### src/rtl/data_c_pipe_latency_flex.sv
// Fixed-latency valid/ready pipeline for the data_c stream family.
// LAT register stages sit between the upstream slaver and the downstream master.
// The pipe has two stall behaviours:
//   MODE=0 (lockstep): the whole pipe freezes on backpressure and bubbles are preserved.
//   MODE=1 (elastic):  bubbles collapse under backpressure.
// It also provides a synchronous flush and an occupancy count that always equals popcount(v).
module data_c_pipe_latency_flex #(
  parameter int unsigned LAT   = 4,
  parameter int unsigned DSIZE = 18,
  parameter int unsigned MODE  = 0,
  // Derived; LAT=0 still gets a 1-bit port (tied to zero) so the port is never zero-width.
  parameter int unsigned CSIZE = (LAT == 0) ? 1 : $clog2(LAT + 1)
) (
  input  logic             clock,
  input  logic             rst,
  input  logic             flush,
  input  logic             slaver_valid,
  input  logic [DSIZE-1:0] slaver_data,
  output logic             slaver_ready,
  output logic             master_valid,
  output logic [DSIZE-1:0] master_data,
  input  logic             master_ready,
  output logic [CSIZE-1:0] count
);

  if (LAT == 0) begin : g_pass
    // Pure wiring: no state, so clock/rst/flush have nothing to act on.
    logic unused_pass;
    assign unused_pass  = ^{clock, rst, flush};
    assign master_valid = slaver_valid;
    assign master_data  = slaver_data;
    assign slaver_ready = master_ready;
    assign count        = '0;
  end else begin : g_pipe
    logic [LAT-1:0]   v_q, v_d;
    logic [LAT-1:0]   adv;
    logic [LAT-1:0]   src_v;
    logic [DSIZE-1:0] d_q   [LAT];
    logic [DSIZE-1:0] src_d [LAT];
    logic [CSIZE-1:0] count_q, count_d;
    logic             in_hs, out_hs;

    // Source of each stage: slaver for stage 0, previous stage otherwise.
    always_comb begin
      src_v[0] = slaver_valid;
      src_d[0] = slaver_data;
      for (int k = 1; k < int'(LAT); k++) begin
        src_v[k] = v_q[k-1];
        src_d[k] = d_q[k-1];
      end
    end

    // Per-stage advance: a global enable in lockstep, a ripple from the output in elastic mode.
    always_comb begin
      adv = '0;
      if (MODE == 0) begin
        adv = {LAT{master_ready}};
      end else begin
        adv[LAT-1] = ~v_q[LAT-1] | master_ready;
        for (int k = int'(LAT) - 2; k >= 0; k--) begin
          adv[k] = ~v_q[k] | adv[k+1];
        end
      end
    end

    assign in_hs  = slaver_valid & adv[0];
    assign out_hs = v_q[LAT-1] & master_ready;

    // Next stage valids and occupancy; flush wins over any load.
    always_comb begin
      v_d = v_q;
      for (int k = 0; k < int'(LAT); k++) begin
        if (adv[k]) v_d[k] = src_v[k];
      end
      count_d = count_q;
      if (in_hs && !out_hs) begin
        count_d = count_q + CSIZE'(1);
      end else if (!in_hs && out_hs) begin
        count_d = count_q - CSIZE'(1);
      end
      if (flush) begin
        v_d     = '0;
        count_d = '0;
      end
    end

    // Valid bits and count; reset beats flush.
    always_ff @(posedge clock) begin
      if (rst) begin
        v_q     <= '0;
        count_q <= '0;
      end else begin
        v_q     <= v_d;
        count_q <= count_d;
      end
    end

    // Data registers are not reset and only load real beats.
    always_ff @(posedge clock) begin
      for (int k = 0; k < int'(LAT); k++) begin
        if (adv[k] && src_v[k]) d_q[k] <= src_d[k];
      end
    end

    assign slaver_ready = adv[0];
    assign master_valid = v_q[LAT-1];
    assign master_data  = d_q[LAT-1];
    assign count        = count_q;
  end

endmodule

### config.mk
export PLATFORM = sky130hd
export DESIGN_NAME = data_c_pipe_latency_flex
export DESIGN_NICKNAME = d
export VERILOG_FILES = /design/src/rtl/data_c_pipe_latency_flex.sv
export SDC_FILE = /design/constraint.sdc
export NUM_CORES = 1
export LEC_CHECK = 0
export ABC_AREA = 0
export CAP_MARGIN = 25
export CELL_PAD_IN_SITES_DETAIL_PLACEMENT = 0
export CELL_PAD_IN_SITES_GLOBAL_PLACEMENT = 1
export CORE_ASPECT_RATIO = 0.75
export CORE_MARGIN = 2
export CORE_UTILIZATION = 30
export DETAILED_ROUTE_END_ITERATION = 8
export PLACE_DENSITY_LB_ADDON = 0.2
export SLEW_MARGIN = 20
export SYNTH_ARGS = -nofsm -noshare
export SYNTH_HDL_FRONTEND = slang
export SYNTH_SLANG_ARGS = --single-unit
### constraint.sdc
create_clock -name clock -period 3.5 [get_ports clock]
set_input_delay 0.875 -clock clock [delete_from_list [all_inputs] [get_ports clock]]
set_output_delay 0.875 -clock clock [all_outputs]
set_load 0.02 [all_outputs]
### After elaboration in Yosys (flattened, before gate mapping)

Memory sizes are Yosys's and may differ from the RTL's.
Cells that the tools add are included.

* add/sub/neg operators: 2
* mux-type cells: 10
* bitwise logic cells: 2
* reduce and logical (&&, ||, !) cells: 10

Operators by type and width (number)
* 1-bit 2-to-1 mux: 8
* 1-bit logical AND: 6
* 3-bit 2-to-1 mux: 2
* 3-bit by 1-bit adder with 3-bit output, second input constant: 1
* 3-bit by 1-bit subtractor with 3-bit output, second input constant: 1
* 1-bit AND: 2
* 1-bit zero test: 2
* 2-bit nonzero test: 1
* 2-bit OR reduction: 1

* flip-flop bits (word level): 7
* memory bits (writable): 72
* input bits: 23
* memories kept: 1

Memory list
* g_pipe.d_q: depth 4, bits a word 18, rd ports 4, clocked after memory_dff 0, wr ports 4, RTL line 38 `logic [DSIZE-1:0] d_q [LAT];`

### Longest topological paths before layout

Gate-level depths: netlist of the first run.

* depth in word-level cells: 5
* gate-level depth with buffers: 7
* mapped depth without buffers: 7

### Worst setup path after synthesis of the first run

OpenSTA, ideal clock, no wires.

* kind: input -> register
* start point: input slaver_valid
* end point: register g_pipe.count_q[2], in the netlist count[2]
* library setup time: 0.070 ns
* arrival time: 2.687 ns
* required time: 3.430 ns
* setup slack: 0.743 ns
* cell stages on the path: 7
* buffers on the path: 0
* cell sequence: and2_1 > ha_1 > inv_1 > fa_1 > xor2_1 > or3_1 > a21oi_1

* cells in the longest elaborated chain, start to end: 4
* elaborated cells on any way between the ends: 6
* classes of those cells: mux (1); bitwise (1); reduce/logical (4)

RTL lines
* from (decl): RTL line 17 `input logic slaver_valid,`
* 1-bit AND *: RTL line 66 `assign in_hs = slaver_valid & adv[0];`
* 1-bit zero test: RTL line 78 `end else if (!in_hs && out_hs) begin`
* 1-bit logical AND: RTL line 78
* 2-bit nonzero test (no line)
* to (signal assigned): RTL line 94 `count_q <= count_d;`
* to (decl): RTL line 40 `logic [CSIZE-1:0] count_q, count_d;`

Mark *: on every way between the ends. The rest lies on a longest branch, timed or not.
A chain may end at the register's enable or synchronous reset.

### Worst setup path in the final report of the first run

* start point: input master_ready
* end point: output slaver_ready

RTL lines
* from (decl): RTL line 22 `input logic master_ready,`
* to (decl): RTL line 19 `output logic slaver_ready,`

No word-level cell between the ends.

==> flow_metrics.tcl, run 1 <==
set metrics [dict create \
    wl_per_cell_um 13.1 \
    period_share_pct 84.1 \
    required_ns 2.62 \
    fin_worst_skew_ns 0.00807 \
    gp_congestion 0.683 \
    grt_max_degree 20 \
    cp_max_fo 7 \
    fmax_mhz 340 \
    tightest_slew_ns 0.467 \
    antenna_cells 0 \
    io_buffers 45 \
    crit_chain "clkdlybuf4s50_1 -> clkdlybuf4s50_1" \
    status "complete, no violations" \
    syn_avg_cell_area_um2 23.1 \
    end_kind "output port" \
    irDropWorstVdd_uv 238 \
    pin_count 46 \
    met1_usage_pct 8.21 \
    dpl.hpwl_um 2400 \
    worstSkewPairLatency_ns 0.34 \
    ys.warnings.count 0 \
    hold_viol 0 \
    hp-class "reg2reg" \
    start_kind "input pin" \
    synth_area_um2 2470 \
    cts_hold_buf 0 \
    drc_errors 0 \
    top_usage_layer "met2" \
    fin_ws_ns 0.557 \
    cts_sinks 79 \
    clk_pin_slew_ns 0.08 \
    reg2reg_setup_slack_ns 1.77 \
    ys_seq_area_share_pct 93.0 \
    p_leak_nw 1.08 \
    cp.arrival_ns 2.07 \
    cts-root-buf "clkbuf_8" \
    fill_cells 708 \
    crit_path_frequent_cell "clkdlybuf4s50_1" \
    dieArea_um2 9000 \
    rows 28 \
    finalSetupTns_ns 0 \
    grt_setup_unrepaired "no" \
    area_growth_pct 32.9 \
    critical_path_class "in2out" \
    wl_um 3600 \
    grt_usage_pct 8.79 \
    ant_nets 0 \
    cts_max_path_buffers 2 \
    maxSlewViolCount 0 \
    start_util_pct 31.1 \
    worst_path_max_delay_cell "clkdlybuf4s50_1" \
    grt_pass1_vias 1156 \
    slew-limit-headroom_pct 68.9 \
    met2_usage_pct 15.6 \
    fin_nets 190 \
    die_h_um 82.7 \
    cts_buffers 9 \
    synth_cells 107 \
    core_area_um2 7950 \
    via_per_inst 4.02 \
    drt_iter0_markers 29 \
    overflow 0 \
    grt_pass1_wl_um 5440 \
    tritoncts "built" \
    power.density_nw_per_um2 551 \
    fin_crit_ns 2.94 \
    yosys_register_bits 79 \
    synth_fp_nets 132 \
    post_cts_resize_count 0 \
    htree_levels 3 \
    pre_cts_ws_ns 0.515 \
    cp_top_family "buffers and inverters" \
    max-cap-violations 0 \
    die_w_um 109 \
    dr_total_vias 1105 \
    cts_setup_buffers 0 \
    critPathMaxStageDelay_ns 0.64 \
    finalSetupViolCount 0 \
    drive_gt1_share_pct 11.2 \
    grtUsageMet3_pct 4.79 \
    dr.pass1.iters 4 \
    antenna_found_initial 0 \
    ys_types 16 \
    crit_buf_inv 2 \
]
cell usage after synthesis:
cell       n  area (µm²)
mux2i_1    1        10.0
buf_4      1        7.51
clkbuf_1   1        3.75
inv_1      2        7.51
ha_1       1        12.5
nand2_1    1        3.75
a21oi_1    5        25.0
xor2_1     2        17.5
dfxtp_1    7         140
edfxtp_1  72        2160
nor2_1     6        22.5
or3_1      1        6.26
or2_2      1        6.26
and2_1     4        25.0
fa_1       1        20.0
o21ai_0    1        5.00
flip-flops by register name, indices dropped and copies added, names as in the netlist:
register,count
count,3
g_pipe.d_q,72
g_pipe.v_q,4
final timing paths:
kind / from / end / cells after the start
setup / recovery: master_ready / slaver_ready / 2
hold / removal: g_pipe.d_q[2][4] / g_pipe.d_q[3][4] / 0
setup reg to reg: g_pipe.v_q[3] / count[2] / 7
hold reg to reg: g_pipe.d_q[2][4] / g_pipe.d_q[3][4] / 0
final cells by class:
| type | instances | area, µm² | area share, % |
|---|---|---|---|
| Sequential cell | 79 | 2300 | 70.0 |
| Inverter | 2 | 7.51 | 0.228 |
| Timing Repair Buffer | 49 | 480 | 14.6 |
| Clock buffer | 11 | 131 | 4.00 |
| Clock inverter | 5 | 81.3 | 2.47 |
| Tap cell | 105 | 131 | 4.00 |
| Multi-Input combinational cell | 24 | 154 | 4.68 |
layout by cell type, fill, tap and decap left out, drive strengths merged:
cell	instances
a21oi	5
and2	4
buf	4
bufinv	2
clkbuf	11
clkdlybuf4s50	45
clkinv	1
clkinvlp	1
dfxtp	7
edfxtp	72
fa	1
ha	1
inv	3
mux2i	1
nand2	1
nor2	6
o21ai	1
or2	1
or3	1
xor2	2
metal layers:
metal	vias to the layer above	routed length, µm
li1	519	-
met1	548	1340
met2	31	1960
met3	7	225
met4	0	62
met5	-	0
stage by stage:
step / util, % / power, mW / cell area, µm² / hold slack (ns) / instances
after CTS: 41.3 / 1.84 / 3290 / 0.416 / 275
final: 41.3 / 1.81 / 3290 / 0.416 / 275
after detailed placement: 38.7 / 1.12 / 3080 / 0.405 / 259
after global routing: 41.3 / 1.88 / 3290 / 0.429 / 275
after global placement: 38.7 / 1.12 / 3080 / 0.402 / 259
after floorplan: - / 1.09 / 2470 / 0.400 / 107
kinds of logic after synthesis:
group / share of synthesized area [%]
compound gates: 1.21
simple gates: 2.58
mux: 0.404
buf+inv: 0.758
fa+ha+maj: 1.31
xor+xnor: 0.708
flops: 93.0
report_power, final:
part | switching (mW) | internal [mW] | total, mW
Sequential | 0.00532 | 1.04 | 1.05
Clock | 0.310 | 0.404 | 0.714
Combinational | 0.0198 | 0.0304 | 0.0502
Total | 0.335 | 1.48 | 1.81
Note: power is estimated with default switching activity, not from simulation.
==> run 2, diff against run 1 <==
- clock period: 3.5 -> 2.5 ns (I/O delays scaled with it)
==> run 2 against run 1 <==
Effect of this change: sequential share of layout area is 0.37 points lower; clock skew decreased by 0.0026 ns; first-iteration DRC count is 3.4% higher; critical path type unchanged; critical endpoint unchanged; largest cell class unchanged; largest power group unchanged.
==> flow_metrics.tcl, run 2 (synthesis gave the netlist of run 1 again) <==
set metrics [dict create \
    status "complete, no violations" \
    grt_max_degree 20 \
    post_cts_resize_count 0 \
    overflow 0 \
    crit_buf_inv 2 \
    cp_top_family "buffers and inverters" \
    worst_path_max_delay_cell "clkdlybuf4s50_1" \
    worstSkewPairLatency_ns 0.34 \
    crit_chain "clkdlybuf4s50_1 -> clkdlybuf4s50_1" \
    pin_count 46 \
    grt_usage_pct 8.38 \
    grt_pass1_vias 1082 \
    htree_levels 3 \
    critical_path_class "in2out" \
    area_growth_pct 33.6 \
    hp-class "reg2reg" \
    top_usage_layer "met2" \
    p_seq_share_pct 58.1 \
    comb_power_share_pct 2.9 \
    hold_viol 0 \
    cp_max_fo 3 \
    fin_crit_ns 2.35 \
    start_util_pct 31.1 \
    largest_reg_flops 72 \
    core_area_um2 7950 \
    required_ns 1.88 \
    dr_total_vias 1072 \
    end_kind "output port" \
    intPower_mw 2.07 \
    fin_area_um2 3310 \
    power.density_nw_per_um2 764 \
    max-cap-violations 0 \
    slew-limit-headroom_pct 82.1 \
    switching_share_pct 18.0 \
    wl_um 3340 \
    fin_worst_skew_ns 0.00545 \
    start_kind "input pin" \
    rows 28 \
    met1_usage_pct 7.74 \
    fin_ws_ns 0.151 \
    die_w_um 109 \
    period_share_pct 94.0 \
    fmax_mhz 426 \
    grtUsageMet3_pct 4.47 \
    cts_setup_buffers 0 \
    fin_nets 192 \
    crit_path_frequent_cell "clkdlybuf4s50_1" \
    irDropWorstVdd_uv 323 \
    antenna_found_initial 0 \
    cp.arrival_ns 1.72 \
    fin_util_pct 41.6 \
    layout_common_cells "edfxtp_1, clkdlybuf4s50_1, clkbuf_8, dfxtp_1" \
    dpl_cell_area_um2 3090 \
    largest_register "g_pipe.d_q" \
    maxSlewViolCount 0 \
    cts_max_path_buffers 2 \
    clk_pin_slew_ns 0.07 \
    io_buffers 45 \
    cts_buffers 9 \
    final_common_cell "edfxtp_1" \
    antenna_cells 0 \
    tritoncts "built" \
    dieArea_um2 9000 \
    drive_gt1_share_pct 12.8 \
    ant_nets 0 \
    p_switching_mw 0.456 \
    cts_hold_buf 0 \
    finalSetupViolCount 0 \
    gp_congestion 0.646 \
    p_leak_nw 1.10 \
    die_h_um 82.7 \
    cts-root-buf "clkbuf_8" \
    via_per_inst 3.87 \
    drt_iter0_markers 30 \
    grt_pass1_wl_um 5130 \
    cts_sinks 79 \
    tightest_slew_ns 0.268 \
    met2_usage_pct 14.4 \
    dpl.hpwl_um 2160 \
    critPathMaxStageDelay_ns 0.61 \
    pre_cts_ws_ns -0.0963 \
    drc_errors 0 \
    grt_setup_unrepaired "no" \
    power_frac_clock_pct 39.0 \
    wl_per_cell_um 12.1 \
    dr.pass1.iters 4 \
]
==> run 2: metrics by stage <==
step	std cells	setup TNS (ns)	hold slack [ns]	total power, mW
after floorplan	107	0	0.400	1.52
after CTS	277	0	0.421	2.57
final	277	0	0.417	2.53
after global routing	277	0	0.425	2.64
after global placement	261	-0.0105	0.400	1.57
after detailed placement	261	-0.0963	0.405	1.57
==> run 2: area by class of cell <==
class | instances | area (µm²)
Clock buffer | 11 | 131
Clock inverter | 5 | 82.6
Fill cell | 702 | 4650
Inverter | 2 | 7.51
Multi-Input combinational cell | 24 | 155
Sequential cell | 79 | 2300
Tap cell | 105 | 131
Timing Repair Buffer | 51 | 495
==> run 2: final timing paths <==
check / start / endpoint / slack [ns] / cells after the start
worst min-delay path: g_pipe.d_q[1][10] / g_pipe.d_q[2][10] / 0.42 / 0
worst min register to register: g_pipe.d_q[1][10] / g_pipe.d_q[2][10] / 0.42 / 0
worst max register to register: g_pipe.v_q[3] / count[2] / 0.81 / 7
worst max-delay path: master_ready / slaver_ready / 0.15 / 2
==> run 2: worst reg2reg max path, cell delays in order, from the launching register on <==
cell,delay (ns)
dfxtp_1,0.33
nand2_1,0.07
ha_1,0.16
inv_1,0.05
fa_1,0.38
xor2_1,0.18
or3_1,0.30
a21oi_1,0.15
==> run 2: power by group through the flow <==
stage	logic (mW)	registers [mW]	clock network [mW]
finish	0.0720	1.47	0.986
global route	0.0784	1.47	1.09
CTS	0.0732	1.47	1.03
detailed placement	0.0729	1.50	0
global placement	0.0701	1.50	0
floorplan	0.0218	1.50	0
==> run 2: routing by layer <==
metal	routed length [µm]	up-vias
met5	0	-
met4	46	0
met3	191	6
met2	1870	30
met1	1230	512
li1	-	524
==> run 3, diff against run 2 <==
- CORE_UTILIZATION: 30 -> 38
- CTS_CLUSTER_SIZE: unset -> 14
- MAX_ROUTING_LAYER: unset -> met4
==> run 3 against run 2 <==
Effect of this change: design area fell by 0.49%; critical endpoint unchanged; wire length fell by 3.2%; fmax barely moved; clock skew fell by 0.0011 ns; worst hold slack improved by 0.0030 ns; register-to-register slack got worse by 0.03 ns; critical path type unchanged; largest cell class unchanged; first-iteration DRC count rose to 3.0 times the previous value.
==> flow_metrics.tcl, run 3 (synthesis gave the netlist of run 1 again) <==
set metrics [dict create \
    ant_nets 0 \
    fmax_mhz 426 \
    tightest_slew_ns 0.252 \
    cts_setup_buffers 0 \
    largest_reg_flops 72 \
    antenna_cells 0 \
    cp_top_family "buffers and inverters" \
    wl_per_cell_um 12.7 \
    post_cts_resize_count 0 \
    cts_max_path_buffers 2 \
    fin_crit_ns 2.35 \
    dr.pass1.iters 3 \
    start_util_pct 39.4 \
    area_growth_pct 32.9 \
    drc_errors 0 \
    antenna_found_initial 0 \
    htree_levels 3 \
    worstSkewPairLatency_ns 0.33 \
    cp.arrival_ns 1.72 \
    pin_count 46 \
    hp-class "reg2reg" \
    grt_pass1_vias 1097 \
    cts_hold_buf 0 \
    layout_common_cells "edfxtp_1, clkdlybuf4s50_1, clkbuf_8, dfxtp_1, buf_4" \
    cts_buffers 9 \
    crit_buf_inv 2 \
    period_share_pct 93.9 \
    start_kind "input pin" \
    tritoncts "built" \
    critPathMaxStageDelay_ns 0.61 \
    fin_area_um2 3290 \
    max-cap-violations 0 \
    status "complete, no violations" \
    clk_pin_slew_ns 0.07 \
    grt_pass1_wl_um 5180 \
    overflow 0 \
    cts_sinks 79 \
    dpl_cell_area_um2 3070 \
    gp_congestion 0.704 \
    finalSetupViolCount 0 \
    crit_path_frequent_cell "clkdlybuf4s50_1" \
    final_common_cell "edfxtp_1" \
    drt_iter0_markers 89 \
    crit_chain "clkdlybuf4s50_1 -> clkdlybuf4s50_1" \
    fin_worst_skew_ns 0.00440 \
    maxSlewViolCount 0 \
    power.density_nw_per_um2 774 \
    grt_usage_pct 10.4 \
    largest_register "g_pipe.d_q" \
    grt_setup_unrepaired "no" \
    drive_gt1_share_pct 13.3 \
    hold_viol 0 \
    slew-limit-headroom_pct 83.2 \
    rows 25 \
    irDropWorstVdd_uv 354 \
    fin_total_pwr_mw 2.55 \
    worst_path_max_delay_cell "clkdlybuf4s50_1" \
    finalSetupTns_ns 0 \
    core_area_um2 6290 \
    cts-root-buf "clkbuf_8" \
    die_h_um 73.9 \
    fin_nets 193 \
    grt_max_degree 20 \
    critical_path_class "in2out" \
    die_w_um 97.2 \
    required_ns 1.88 \
    dieArea_um2 7180 \
    dr_total_vias 1115 \
    cp_max_fo 3 \
    p_leak_nw 1.10 \
    io_buffers 45 \
    wl_um 3230 \
    end_kind "output port" \
    via_per_inst 4.39 \
]
run 3: cell count changes in the layout (fill, tap and decap cells not counted):
cell / change
clkinv_4: -1
clkbuf_1: -1
inv_6: +1
buf_4: +1
clkinv_1: +1
clkinv_2: -1
inv_8: +1
run 3: power by group:
group          leakage, nW  internal [mW]  total [mW]  switching, mW
logic                0.281         0.0455      0.0735         0.0280
registers            0.712           1.46        1.47        0.00749
clock network        0.110          0.571        1.01          0.434
total                 1.10           2.08        2.55          0.470
run 3: path summary, 6_finish.rpt:
path | startpoint | to | slack, ns | cells after the start
worst max-delay path | master_ready | slaver_ready | 0.15 | 2
worst max register to register | g_pipe.v_q[3] | count[2] | 0.78 | 7
worst min-delay path | g_pipe.d_q[2][13] | g_pipe.d_q[3][13] | 0.42 | 0
worst min register to register | g_pipe.d_q[2][13] | g_pipe.d_q[3][13] | 0.42 | 0
run 3: final cells by class:
class,instances,area (µm²)
fill,520,3000
sequential,79,2300
multi-input combinational,24,155
timing repair buffer,52,503
inverter,2,7.51
tap,81,101
clock buffer,10,128
clock inverter,6,92.6
run 3: through the flow:
step / worst slack [ns] / cells / hold WS [ns] / utilization (%)
detailed placement: -0.115 / 238 / 0.405 / 48.8
finish: 0.152 / 254 / 0.420 / 52.3
floorplan: 0.222 / 107 / 0.400 / -
CTS: 0.146 / 254 / 0.422 / 52.3
global route: 0.112 / 254 / 0.429 / 52.3
global placement: 0.000264 / 238 / 0.402 / 48.8
run 3: per-layer routing:
layer / vias to the layer above / track usage (%) / share of wire, %
li1: 526 / - / -
met1: 549 / 9.28 / 34
met2: 34 / 18.4 / 57
met3: 6 / 5.99 / 7.1
met4: 0 / 4.23 / 1.3
met5: - / - / 0
